===== config.mk =====
export PLATFORM = sky130hd
export DESIGN_NAME = fifo_wc_write_arbiter
export DESIGN_NICKNAME = d
export VERILOG_FILES = /design/src/rtl/fifo_wc_pkg.sv /design/src/rtl/fifo_wc_write_arbiter_rr_pick2.sv /design/src/rtl/fifo_wc_write_arbiter.sv
export SDC_FILE = /design/constraint.sdc
export NUM_CORES = 1
export LEC_CHECK = 0
export ABC_AREA = 1
export CELL_PAD_IN_SITES_DETAIL_PLACEMENT = 0
export CELL_PAD_IN_SITES_GLOBAL_PLACEMENT = 1
export CORE_ASPECT_RATIO = 1.2
export CORE_MARGIN = 4
export CORE_UTILIZATION = 18
export CTS_BUF_LIST = sky130_fd_sc_hd__clkbuf_4 sky130_fd_sc_hd__clkbuf_8
export DETAILED_ROUTE_END_ITERATION = 16
export GPL_TIMING_DRIVEN = 0
export PLACE_DENSITY = 0.76
export SYNTH_ARGS = -nofsm -noshare
export SYNTH_HDL_FRONTEND = slang
export SYNTH_HIERARCHICAL = 1
export SYNTH_SLANG_ARGS = --single-unit
export TNS_END_PERCENT = 20

===== constraint.sdc =====
create_clock -name clk -period 1.4 [get_ports clk]
set_input_delay 0.28 -clock clk [delete_from_list [all_inputs] [get_ports clk]]
set_output_delay 0.28 -clock clk [all_outputs]
set_load 0.02 [all_outputs]

===== src/rtl/fifo_wc_pkg.sv =====
// Shared definitions for the width-conversion FIFO slice: default widths and
// the write-arbiter state encoding, reused by the FIFO controller and register file.
package fifo_wc_pkg;

  localparam int DATA_WIDTH_DEF = 16;
  localparam int BURST_LEN_DEF  = 4;
  localparam int CNT_WIDTH_DEF  = 3;

  typedef enum logic [1:0] {
    IDLE = 2'd0,
    GNT0 = 2'd1,
    GNT1 = 2'd2
  } arbState_e;

endpackage


===== src/rtl/fifo_wc_write_arbiter_rr_pick2.sv =====
// Two-way round-robin picker: a lone requester wins, a tie goes to the
// requester that was not served last.
module rr_pick2 (
  input  logic req0,
  input  logic req1,
  input  logic last_served,
  output logic o_pick,
  output logic o_valid
);

  always_comb begin
    o_valid = req0 | req1;
    o_pick  = 1'b0;
    if (req0 && req1) begin
      o_pick = ~last_served;
    end else if (req1) begin
      o_pick = 1'b1;
    end
  end

endmodule


===== src/rtl/fifo_wc_write_arbiter.sv =====
// Write-side arbiter sharing one FIFO write port between two bursting producers,
// with round-robin fairness and a bounded number of words per grant.
module fifo_wc_write_arbiter
  import fifo_wc_pkg::*;
#(
  parameter int DATA_WIDTH = DATA_WIDTH_DEF,
  parameter int BURST_LEN  = BURST_LEN_DEF,
  parameter int CNT_WIDTH  = CNT_WIDTH_DEF
) (
  input  logic                  clk,
  input  logic                  reset,
  input  logic                  req0,
  input  logic                  req1,
  input  logic [DATA_WIDTH-1:0] wdata0,
  input  logic [DATA_WIDTH-1:0] wdata1,
  input  logic                  last0,
  input  logic                  last1,
  input  logic                  full,
  output logic                  wr,
  output logic [DATA_WIDTH-1:0] w_data,
  output logic                  ack0,
  output logic                  ack1,
  output logic                  grant0,
  output logic                  grant1
);

  arbState_e              r_state;
  arbState_e              w_nextState;
  logic [CNT_WIDTH-1:0]   r_cnt;
  logic [CNT_WIDTH-1:0]   w_nextCnt;
  logic                   r_lastServed;
  logic                   w_nextLastServed;
  logic                   w_grantIdx;
  logic                   w_pickLastServed;
  logic                   w_pick;
  logic                   w_pickValid;
  logic                   w_reqGranted;
  logic                   w_lastGranted;
  logic                   w_cntAtMax;
  logic                   w_release;

  assign grant0     = (r_state == GNT0);
  assign grant1     = (r_state == GNT1);
  assign w_grantIdx = (r_state == GNT1);
  assign w_cntAtMax = (r_cnt == CNT_WIDTH'(BURST_LEN - 1));

  // In IDLE the tie-break follows the history bit; on release the current
  // holder counts as last served, so a waiting peer always wins the handover.
  assign w_pickLastServed = (r_state == IDLE) ? r_lastServed : w_grantIdx;

  rr_pick2 u_rrPick (
    .req0        (req0),
    .req1        (req1),
    .last_served (w_pickLastServed),
    .o_pick      (w_pick),
    .o_valid     (w_pickValid)
  );

  always_ff @(posedge clk) begin
    if (!reset) begin
      r_state      <= IDLE;
      r_cnt        <= '0;
      r_lastServed <= 1'b1;
    end else begin
      r_state      <= w_nextState;
      r_cnt        <= w_nextCnt;
      r_lastServed <= w_nextLastServed;
    end
  end

  // Write strobe is also masked by reset so an aborted burst never writes.
  always_comb begin
    w_nextState      = r_state;
    w_nextCnt        = r_cnt;
    w_nextLastServed = r_lastServed;
    w_reqGranted     = 1'b0;
    w_lastGranted    = 1'b0;
    w_data           = '0;
    w_release        = 1'b0;

    case (r_state)
      GNT0: begin
        w_reqGranted  = req0;
        w_lastGranted = last0;
        w_data        = wdata0;
      end
      GNT1: begin
        w_reqGranted  = req1;
        w_lastGranted = last1;
        w_data        = wdata1;
      end
      default: begin
        w_reqGranted  = 1'b0;
      end
    endcase

    wr   = (r_state != IDLE) & w_reqGranted & ~full & reset;
    ack0 = wr & grant0;
    ack1 = wr & grant1;

    if (r_state == IDLE) begin
      if (w_pickValid) begin
        w_nextState = w_pick ? GNT1 : GNT0;
      end
    end else begin
      w_release = (wr && (w_lastGranted || w_cntAtMax)) || !w_reqGranted;
      if (w_release) begin
        w_nextLastServed = w_grantIdx;
        w_nextCnt        = '0;
        if (w_pickValid) begin
          w_nextState = w_pick ? GNT1 : GNT0;
        end else begin
          w_nextState = IDLE;
        end
      end else if (wr) begin
        w_nextCnt = r_cnt + CNT_WIDTH'(1);
      end
    end
  end

endmodule


# After elaboration in Yosys (flattened, before gate mapping)
# Index checks and enable logic that the tools add are counted.
# totals
reg_bits	6
in_bits	39
# op_classes
n_addsub	1
n_bitwise	9
n_eq_ne	4
reduce_logical	12
muxes	13
# op_table
op	count
case mux 16 bit (2 select lines)	1
two-way mux 2 bit	5
two-way mux 3 bit	2
AND reduction 2 bit	3
nonzero test 2 bit	3
AND 1 bit	5
case mux 1 bit (2 select lines)	2
adder 3 x 1 -> 3 bit (second input constant)	1
equality test 3 x 2 -> 1 bit (second input constant)	1
two-way mux 1 bit	3
inverter 1 bit	3
equality test 2 x 1 -> 1 bit (second input constant)	1
equality test 2 bit (second input constant)	1
logical AND 1 bit	2
zero test 2 bit	1
logical OR 1 bit	2
inequality test 2 x 1 -> 1 bit (second input constant)	1
zero test 1 bit	1
OR 1 bit	1

# Depth between registers and ports, before layout
# depth
ltp_word	9
depth_mapped	12
ltp_nobuf	11

# Modules after synthesis
# Netlist, hierarchy kept.
# modules_own_cells
mod	area_each_um2	instances	cells_per_inst	seq_area_each_um2
fifo_wc_write_arbiter	711.9	1	117	120.1
rr_pick2	15.0	1	3	0.0

# Worst setup path after synthesis
# Ideal clock, no wire load.
# synth_path
path_kind	register -> output
from	reg r_state[1]
to	out ack0
t_arrival_ns	1.542
path_stages_with_launch	10
n_path_buf	1
setup_slack_ns	-0.422
path_cell_list	dfxtp_1 > inv_1 > ha_1 > buf_6 > nand2_4 > nand2_4 > nand2_4 > nor2_4 > inv_2 > nor2_1
# synth_via
elab_chain_len	6
# synth_lines
item	line	rtl
from (decl)	fifo_wc_write_arbiter.sv:27	arbState_e r_state;
from (signal assigned)	fifo_wc_write_arbiter.sv:65	r_state <= w_nextState;
equality test 2 x 1 -> 1 bit	fifo_wc_write_arbiter.sv:42	assign grant0 = (r_state == GNT0);
named net grant0	fifo_wc_write_arbiter.sv:23	output logic grant0,
case mux 1 bit (2 select lines)	fifo_wc_write_arbiter.sv:81	case (r_state)
AND 1 bit (3 in series)	fifo_wc_write_arbiter.sv:97	wr = (r_state != IDLE) & w_reqGranted & ~full & reset;
named net wr	fifo_wc_write_arbiter.sv:19	output logic wr,
AND 1 bit	fifo_wc_write_arbiter.sv:98	ack0 = wr & grant0;
to (decl)	fifo_wc_write_arbiter.sv:21	output logic ack0,
# The timed path passes the listed nets, and every way through them passes these cells.

# Worst setup path after layout
# layout_path
from	reg r_state[0]
to	out w_data[6]
# layout_via
elab_chain_len	2
# layout_lines
item	line	rtl
equality test 2 bit or equality test 2 x 1 -> 1 bit (tied branches)	fifo_wc_write_arbiter.sv:81	
case mux 16 bit (2 select lines) (*)	fifo_wc_write_arbiter.sv:81	
to (decl)	fifo_wc_write_arbiter.sv:20	output logic [DATA_WIDTH-1:0] w_data,
# Every way passes the cells marked *; elsewhere a longest branch is shown, timed or not.

==> flow_metrics.tcl <==
set metrics [dict create \
    rr_startpoint "r_state[1]" \
    syn_inst 120 \
    dr_total_vias 1044 \
    grt_start_max_net_pins 11 \
    leakagePower_nw 0.6947 \
    worst_hold_slack_ns 0.4764 \
    wl_um 3030 \
    vias_per_cell 4.210 \
    start_util 0.1859 \
    synth_async_sr_flop_share 0 \
    setup_tns_ns -8.092 \
    period_share 1.291 \
    place_hpwl_um 2424 \
    clk_pin_slew_ns 0.03 \
    worstReg2RegEnd "r_state[0]" \
    violations "negative setup slack" \
    total_power_mw 2.848 \
    synth_ff_type "dfxtp_1" \
    synth_top_cell_by_area "nand2_1" \
    syn_area_um2 726.9 \
    drc 0 \
    yosys_warnings 6 \
    yosys.area.top_type_share 0.2065 \
    die_w_um 66.01 \
    criticalPathCategory "reg2out" \
    final_cells 248 \
    synthTopCellsByArea "nand2_1, dfxtp_1, a21oi_1, ha_1, nand2_4" \
    wl_met3_um 306 \
    drt-initial-drc-count 25 \
    n_antenna_cell 0 \
    wl_per_cell_um 12.22 \
    ys_ff_latch 6 \
    cellPowerDensity_nw_per_um2 1607 \
    min_period_ns 1.807 \
    grtUsageTotal 0.1154 \
    cp-end-kind "primary output" \
    rows 25 \
    hold_viol 0 \
    clockBufferDepth 2 \
    critPathLaunch "r_state[0]" \
    pre_cts_slack_ns -0.8826 \
    rr_worst_depth 12 \
    htree_levels 1 \
    antenna_found_initial 0 \
    slew_violations 0 \
    die_h_um 77.62 \
    crit_path_end "w_data[6]" \
    max_cap_violations 0 \
    clock-skew-final_ns 0.0008110 \
    yosys.cell_types.count 19 \
    dieArea_um2 5123 \
    multi_input_area_um2 709.4 \
    dp_cells 233 \
    worst_path_max_delay_cell "dfxtp_4" \
    setup_viol 25 \
    numPortBuffers 59 \
    register_area_um2 127.6 \
    ir_drop_v 0.0005704 \
    synth_area_per_cell_um2 6.058 \
    yosysMostFrequentCell "nand2_1" \
    cts_tree "built" \
    post-route-cell-area_um2 1772 \
    overflow 0 \
    cts-root-buf "clkbuf_8" \
    first_global_vias 982 \
    cts_made_buffers 3 \
    worstPathCellList "inv_4, ha_4, clkinvlp_4, clkbuf_16, a21oi_4, buf_6" \
    synthToLayoutAreaGrowth_pct 143.7 \
    detail_route.wirelength.met1_um 1248 \
    drive_above_1_share 0.4072 \
    outcome "complete, but fails checks" \
    worstPathRequired_ns 1.12 \
    grt_pass1_wl_um 4774 \
    arrival_ns 1.53 \
    synth_fp_nets 164 \
    cpPeakStageDelay_ns 0.36 \
    slew_headroom 0.8515 \
    hp-class "reg2reg" \
    place_area_um2 1594 \
    tightest_slew_ns 0.2220 \
    synth-edff-count 0 \
    firstDrtPassIters 3 \
    synth_top_cells_by_count "nand2_1, a21oi_1, inv_1" \
    cts.sinks 6 \
    fillCellCount 368 \
    wl_met2_um 1457 \
    core-area_um2 3910 \
    rrSetupSlack_ns -0.24 \
    rsz0062_at_grt "true" \
    num_io_pins 60 \
    setup_slack_ns -0.4071 \
    clock_latency_ns 0.22 \
    ant_nets 0 \
    place_congestion 0.6883 \
    ys_seq_area_frac 0.1652 \
    maxUsedRoutingLayer "met4" \
    final_nets 240 \
    hold_buffers 0 \
    max_freq_mhz 553.4 \
    fin_util 0.4531 \
    crit_path_start_kind "flip-flop" \
    path_max_fanout 5 \
]
[report_power, final]
part | internal (mW) | switching [mW]
clock | 0.184 | 0.0722
sequential | 0.224 | 0.0397
combinational | 1.10 | 1.23
total | 1.51 | 1.34
[sequential cells by signal (all words and copies together) (netlist names)]
name	count
r_cnt	3
r_state	2
r_lastServed	1
[final cells by class]
| class | instances | area share |
|---|---|---|
| buffer | 5 | 0.03955 |
| clock buffer | 3 | 0.02331 |
| inverter | 11 | 0.02966 |
| multi-input combinational | 98 | 0.4004 |
| sequential | 6 | 0.07203 |
| tap | 54 | 0.03814 |
| timing repair buffer | 71 | 0.3969 |
[routing by layer]
layer | GRT usage | vias up
met5 | 0 | -
met4 | 0.03049 | 0
met3 | 0.03473 | 2
met2 | 0.2106 | 48
met1 | 0.1265 | 464
li1 | - | 530
[layout by cell type (no fill, tap or decap), drive strengths merged]
cell type	synthesis	routed
nand3b	1	1
buf	4	35
clkinvlp	0	1
clkbuf	1	5
o21ai	1	1
clkdlybuf4s50	0	38
nor2	10	10
nand2	51	51
clkdlybuf4s15	0	1
a21oi	23	23
o211ai	1	1
dfxtp	6	6
or2	1	1
nand3	5	5
inv	11	10
ha	5	5
[cells by family (layout without fill, tap and decap cells)]
family	Yosys count	count (layout)	synth area share
AOI/OAI and AO/OA	25	25	0.1911
DFF	6	6	0.1652
buffers and inverters	16	90	0.1067
and+or+nand+nor	68	68	0.4509
adders and majority gates	5	5	0.08606
[how the worst min path moves through the flow]
| stage | startpoint | end | depth (start not counted) |
|---|---|---|---|
| 2_1_floorplan | reset | r_lastServed | 1 |
| 3_3_place_gp | r_lastServed | r_lastServed | 2 |
| 3_5_place_dp | r_lastServed | r_lastServed | 2 |
| 4_1_cts | r_lastServed | r_lastServed | 2 |
| 5_1_grt | r_cnt[2] | r_cnt[2] | 2 |
| 6_report | r_lastServed | r_lastServed | 2 |
[critical path: cells and delay by family (launching register included)]
kind,cells,cell delay (ns)
fa+ha+maj,1,0.28
buf+inv,4,0.54
compound gates,1,0.11
flops,1,0.36
[timing repair]
item / 4_1_cts / 5_1_grt
resized for setup: 113 / 15
buffers inserted: 5 / 6
cloned: 1 / 0
setup endpoints to repair: 24 / 27
pin swaps: 2 / 5
endpoints found under the hold margin: 0 / 0
Power figures use the tool's default switching activity.
